`src/rtl/mem_pkg.sv`:
```
// Shared types and default I/O addresses for the CPU memory responder.
package mem_pkg;
  typedef enum logic [1:0] {MNONE = 2'b00, MREAD = 2'b01, MWRITE = 2'b10} mem_cmd_t;
  typedef enum logic [1:0] {IDLE, WAIT, RESP} resp_state_t;

  localparam logic [8:0] DEF_SW_ADDR  = 9'h140;
  localparam logic [8:0] DEF_LED_ADDR = 9'h100;
  localparam int         CNT_W        = 4;
endpackage

```
`src/rtl/mem_array.sv`:
```
// Word RAM: synchronous write with enable, combinational read, contents not reset.
module mem_array #(
  parameter int AW = 8,
  parameter int DW = 16
) (
  input  logic          clk,
  input  logic          we,
  input  logic [AW-1:0] addr,
  input  logic [DW-1:0] wdata,
  output logic [DW-1:0] rdata
);
  logic [DW-1:0] mem [2**AW];

  always_ff @(posedge clk) begin
    if (we) mem[addr] <= wdata;
  end

  assign rdata = mem[addr];
endmodule

```
`src/rtl/mem_responder.sv`:
```
// Single-outstanding load/store responder: RAM plus switch/LED registers, fixed LATENCY.
// resp_valid rises LATENCY edges after accept; side effects commit on the edge leaving RESP.
module mem_responder
  import mem_pkg::*;
#(
  parameter int                ADDR_W   = 9,
  parameter int                DATA_W   = 16,
  parameter int                LATENCY  = 2,
  parameter logic [ADDR_W-1:0] SW_ADDR  = ADDR_W'(DEF_SW_ADDR),
  parameter logic [ADDR_W-1:0] LED_ADDR = ADDR_W'(DEF_LED_ADDR)
) (
  input  logic              clk,
  input  logic              reset,
  input  logic              req_valid,
  output logic              req_ready,
  input  logic [1:0]        mem_cmd,
  input  logic [ADDR_W-1:0] mem_addr,
  input  logic [DATA_W-1:0] write_data,
  output logic              resp_valid,
  output logic [DATA_W-1:0] read_data,
  output logic              resp_err,
  input  logic [7:0]        sw,
  output logic [7:0]        led
);
  if (LATENCY < 1 || LATENCY > 15) begin : g_bad_latency
    $error("mem_responder: LATENCY must be within 1..15");
  end

  resp_state_t       state;
  logic [CNT_W-1:0]  cnt;
  mem_cmd_t          cmd_q;
  logic [ADDR_W-1:0] addr_q;
  logic [DATA_W-1:0] wdata_q;
  logic [DATA_W-1:0] ram_rdata;
  logic [DATA_W-1:0] rd_next;
  logic              accept, is_ram, is_sw, is_led, led_wr, bad, ram_we;

  assign req_ready = (state == IDLE);
  assign accept    = req_ready && req_valid && (mem_cmd == MREAD || mem_cmd == MWRITE);

  assign is_ram = !addr_q[ADDR_W-1];
  assign is_sw  = (addr_q == SW_ADDR);
  assign is_led = (addr_q == LED_ADDR);
  assign led_wr = (cmd_q == MWRITE) && is_led;
  assign bad    = !is_ram && !(((cmd_q == MREAD) && is_sw) || led_wr);
  // Keyed on state so an async reset during RESP also blocks the RAM write.
  assign ram_we = (state == RESP) && (cmd_q == MWRITE) && is_ram;

  always_comb begin
    rd_next = '0;
    if (!bad && cmd_q == MREAD) rd_next = is_ram ? ram_rdata : DATA_W'(sw);
  end

  mem_array #(.AW(ADDR_W-1), .DW(DATA_W)) u_ram (
    .clk   (clk),
    .we    (ram_we),
    .addr  (addr_q[ADDR_W-2:0]),
    .wdata (wdata_q),
    .rdata (ram_rdata)
  );

  always_ff @(posedge clk or posedge reset) begin
    if (reset) begin
      state      <= IDLE;
      cnt        <= '0;
      cmd_q      <= MNONE;
      addr_q     <= '0;
      wdata_q    <= '0;
      resp_valid <= 1'b0;
      read_data  <= '0;
      resp_err   <= 1'b0;
      led        <= 8'h00;
    end else begin
      resp_valid <= 1'b0;
      case (state)
        IDLE: begin
          if (accept) begin
            cmd_q   <= mem_cmd_t'(mem_cmd);
            addr_q  <= mem_addr;
            wdata_q <= write_data;
            if (LATENCY == 1) begin
              state <= RESP;
            end else begin
              state <= WAIT;
              cnt   <= CNT_W'(LATENCY - 1);
            end
          end
        end
        WAIT: begin
          cnt <= cnt - 1'b1;
          if (cnt == CNT_W'(1)) state <= RESP;
        end
        RESP: begin
          state      <= IDLE;
          resp_valid <= 1'b1;
          read_data  <= rd_next;
          resp_err   <= bad;
          if (led_wr) led <= wdata_q[7:0];
        end
        default: state <= IDLE;
      endcase
    end
  end
endmodule

```
`config.mk`:
```
export PLATFORM = sky130hd
export DESIGN_NAME = mem_responder
export DESIGN_NICKNAME = d
export VERILOG_FILES = /design/src/rtl/mem_pkg.sv /design/src/rtl/mem_array.sv /design/src/rtl/mem_responder.sv
export SDC_FILE = /design/constraint.sdc
export NUM_CORES = 2
export LEC_CHECK = 0
export CAP_MARGIN = 30
export CELL_PAD_IN_SITES_DETAIL_PLACEMENT = 0
export CELL_PAD_IN_SITES_GLOBAL_PLACEMENT = 1
export CORE_ASPECT_RATIO = 0.8
export CORE_MARGIN = 2
export CORE_UTILIZATION = 57
export DETAILED_ROUTE_END_ITERATION = 10
export PLACE_DENSITY = 0.82
export SYNTH_ARGS = -nofsm -noshare
export SYNTH_HDL_FRONTEND = slang
export SYNTH_SLANG_ARGS = --single-unit
```
`constraint.sdc`:
```
create_clock -name clk -period 4.33 [get_ports clk]
set_input_delay 0.866 -clock clk [delete_from_list [all_inputs] [get_ports clk]]
set_output_delay 0.866 -clock clk [all_outputs]
set_load 0.03 [all_outputs]
```
==> reports/summary.txt <==
Status - finished clean
Upper clock frequency limit - 237 MHz
Fill count - 16700
Register Area - 125000 um^2
Most frequent cells in the layout - 4096 x edfxtp_1, 1195 x mux4_2, 532 x buf_4
Final ANT Viol Nets - 0
R2r setup slk - 120 ps
Slowest library cell on the worst path - a22oi_1
Max stage delay on crit path - 830 ps
Critical path start-end classification - reg2reg
Post-route DRC - 0
Post-Route Setup TNS - 0 ps
Slew @ Worst Pin - 1140 ps
Die Footprint - 282000 um^2
Layout Utilization - 0.651
Sum of buffers and inverters on the critical path - 3
Top Family by Delay on Critical Path - compound AO/OA/AOI/OAI gates
Number of synthesized flops with an enable pin - 4096
Post-Syn Area - 159000 um^2
Synth unique cells - 59
Final Wtd Congestion - 0.917
FP Rows - 173
Final Slew Violations - 0
CORE AREA - 277000 um^2
Clock latency on the worst-skew pair - 920 ps
Chip width - 594 um
Initial Utilization - 0.572
RSZ-0062 raised after global routing - no
PostCTS Resize Cnt - 1
CP endpoint kind - flip-flop
Setup crit end - read_data[8]
Ys flop type - edfxtp_1
Grt ovf - 0
R2R Path Start - addr_q[1]
Final setup fails - 0
Largest net degree at the start of global routing - 165
Crit-path max FO - 39
Final Hold Violating Endpoints - 0
Mapped Cells - 6627
Setup crit start - addr_q[1]
Drt total wl - 437000 um
Layout Nets - 7366
Slew margin rel. - 0.237
Worst EP required - 5100 ps
FF-to-FF End - read_data[8]
Crit start category - flip-flop
Cell depth of the worst setup path - 9
Initial antenna violation count - 26
Tot Pwr - 125000 uW
CTS buffer count - 377
Commonest non-fill, non-tap cell in the layout - edfxtp_1
Hold buffers post-CTS - 0
First-pass GRT wire length - 608000 um
R2R cell count - 9
I/O Pins - 65
Syn_nets - 6667
Hold crit path type - in2async
MaxCap Viol Count - 0
Routed via count - 79800
# port buffers - 64
Multi-input logic area - 32600 um^2
Wire per inst - 38.6 um
Clk buf depth - 4
Vias in the first global route - 77700
FF+latch count, synth - 4155
Register area share after synthesis - 0.785
CTS root buf - clkbuf_16
Syn_area_per_cell - 23.9 um^2
Post-layout min period - 4210 ps
Clk slew on worst S/H paths - 70 ps
Vias per Instance - 7.05
Post-Route Skew - 59.0 ps
1st-pass router iterations - 6
CTS tree - yes
Post-Place Cell Area - 168000 um^2
Die H - 476 um
Post-CTS Setup Repair Bufs - 0
Peak VDD IR - 792 uV
Leak - 0.0563 uW
Layout cells sized above 1 - 0.331
Worst Path Arrival - 4980 ps
Clock Sinks - 4155
Tot GR Track Use - 0.310
Area delta synth->final - 13.8%
P per Cell Area - 692 nW/um^2
Async S/R FF share, synth - 0.0142
Starting DRT DRC Count - 13800
Final worst-path cycle share - 0.972
Design area - 180000 um^2
Hpwl dp - 258000 um
Yosys warns - 0
H-tree depth - 5
Critical path, cell by cell - buf_12, buf_12, mux4_2, mux4_2, a22oi_1, buf_4, nand3_1, a221oi_1, nand2_1
## cells by family after synthesis
logic type | after synthesis | synth area share
buffers and inverters | 378 | 0.0117
XOR/XNOR | 2 | 0.000110
multiplexers | 1268 | 0.175
AO/OA/AOI/OAI | 383 | 0.0169
adder cells (fa/ha/maj) | 2 | 0.000158
AND/OR/NAND/NOR | 439 | 0.0116
flip-flops | 4155 | 0.785
## through the flow
| stage | cells | worst slack (ps) | hold slack [ps] |
|---|---|---|---|
| 4_1_cts | 11300 | 37.6 | 203 |
| 5_1_grt | 11300 | 101 | 236 |
| 3_5_place_dp | 10600 | 61.5 | 490 |
| 2_1_floorplan | 6627 | 334 | 457 |
| 3_3_place_gp | 10600 | 35.4 | 470 |
| 6_report | 11300 | 119 | 228 |
## where the power goes
group | total (uW) | switching, uW | internal (uW)
combinational | 39800 | 24900 | 14900
clock | 33200 | 14500 | 18600
sequential | 51900 | 1450 | 50500
## synth_stat cells (all sizes together), types with 3 or more instances
master / instances / area share
edfxtp: 4096 / 0.78
mux4: 1195 / 0.17
nor2: 276 / 0.0065
a22oi: 200 / 0.0095
clkbuf: 196 / 0.0046
buf: 174 / 0.0069
a21oi: 88 / 0.0028
nand2: 76 / 0.0018
dfrtp: 59 / 0.0093
mux2i: 38 / 0.0024
mux2: 35 / 0.0025
nand3: 21 / 0.00066
o41ai: 20 / 0.0011
o21ai: 19 / 0.00060
nor3: 13 / 0.00041
nor2b: 10 / 0.00039
nand2b: 9 / 0.00036
a22o: 8 / 0.00044
a32oi: 8 / 0.00044
and2: 8 / 0.00032
inv: 8 / 0.00019
nand4: 8 / 0.00032
o22ai: 8 / 0.00032
o211ai: 6 / 0.00028
and4: 5 / 0.00028
o32ai: 4 / 0.00022
a211oi: 3 / 0.00017
nor4: 3 / 0.00012
or3: 3 / 0.00012
## state kept, by name, indices dropped and copies added, names as in the netlist
signal / count
cmd_q: 2
wdata_q: 16
resp_valid: 1
cnt: 4
resp_err: 1
led: 8
state: 2
addr_q: 9
u_ram.mem: 4096
read_data: 16
## layer usage
metal / vias up / track usage / part of all wire
met2: 6652 / 0.458 / 0.45
met4: 22 / 0.127 / 0.048
met1: 42100 / 0.437 / 0.35
li1: 30000 / - / -
met3: 991 / 0.0953 / 0.15
met5: - / 0.00622 / 0.00084
## final cells by class
type / instances / share of cell area
Clock buffer: 500 / 0.0566
Multi-Input combinational cell: 2094 / 0.181
Clock inverter: 183 / 0.0103
Timing Repair Buffer: 690 / 0.0363
Inverter: 8 / 0.000166
Sequential cell: 4155 / 0.690
Antenna cell: 8 / 0.000111
Tap cell: 3675 / 0.0255
## how the worst min path moves through the flow
| stage | slack, ps | endpoint | cells after the start |
|---|---|---|---|
| final | 230 | wdata_q[5] | 2 |
| after detailed placement | 490 | cnt[3] | 1 |
| after CTS | 200 | wdata_q[5] | 2 |
| after global placement | 470 | cnt[0] | 1 |
| after floorplan | 460 | cnt[0] | 1 |
| after global routing | 240 | led[2] | 2 |
No activity file was read; power rests on OpenSTA's default activity.
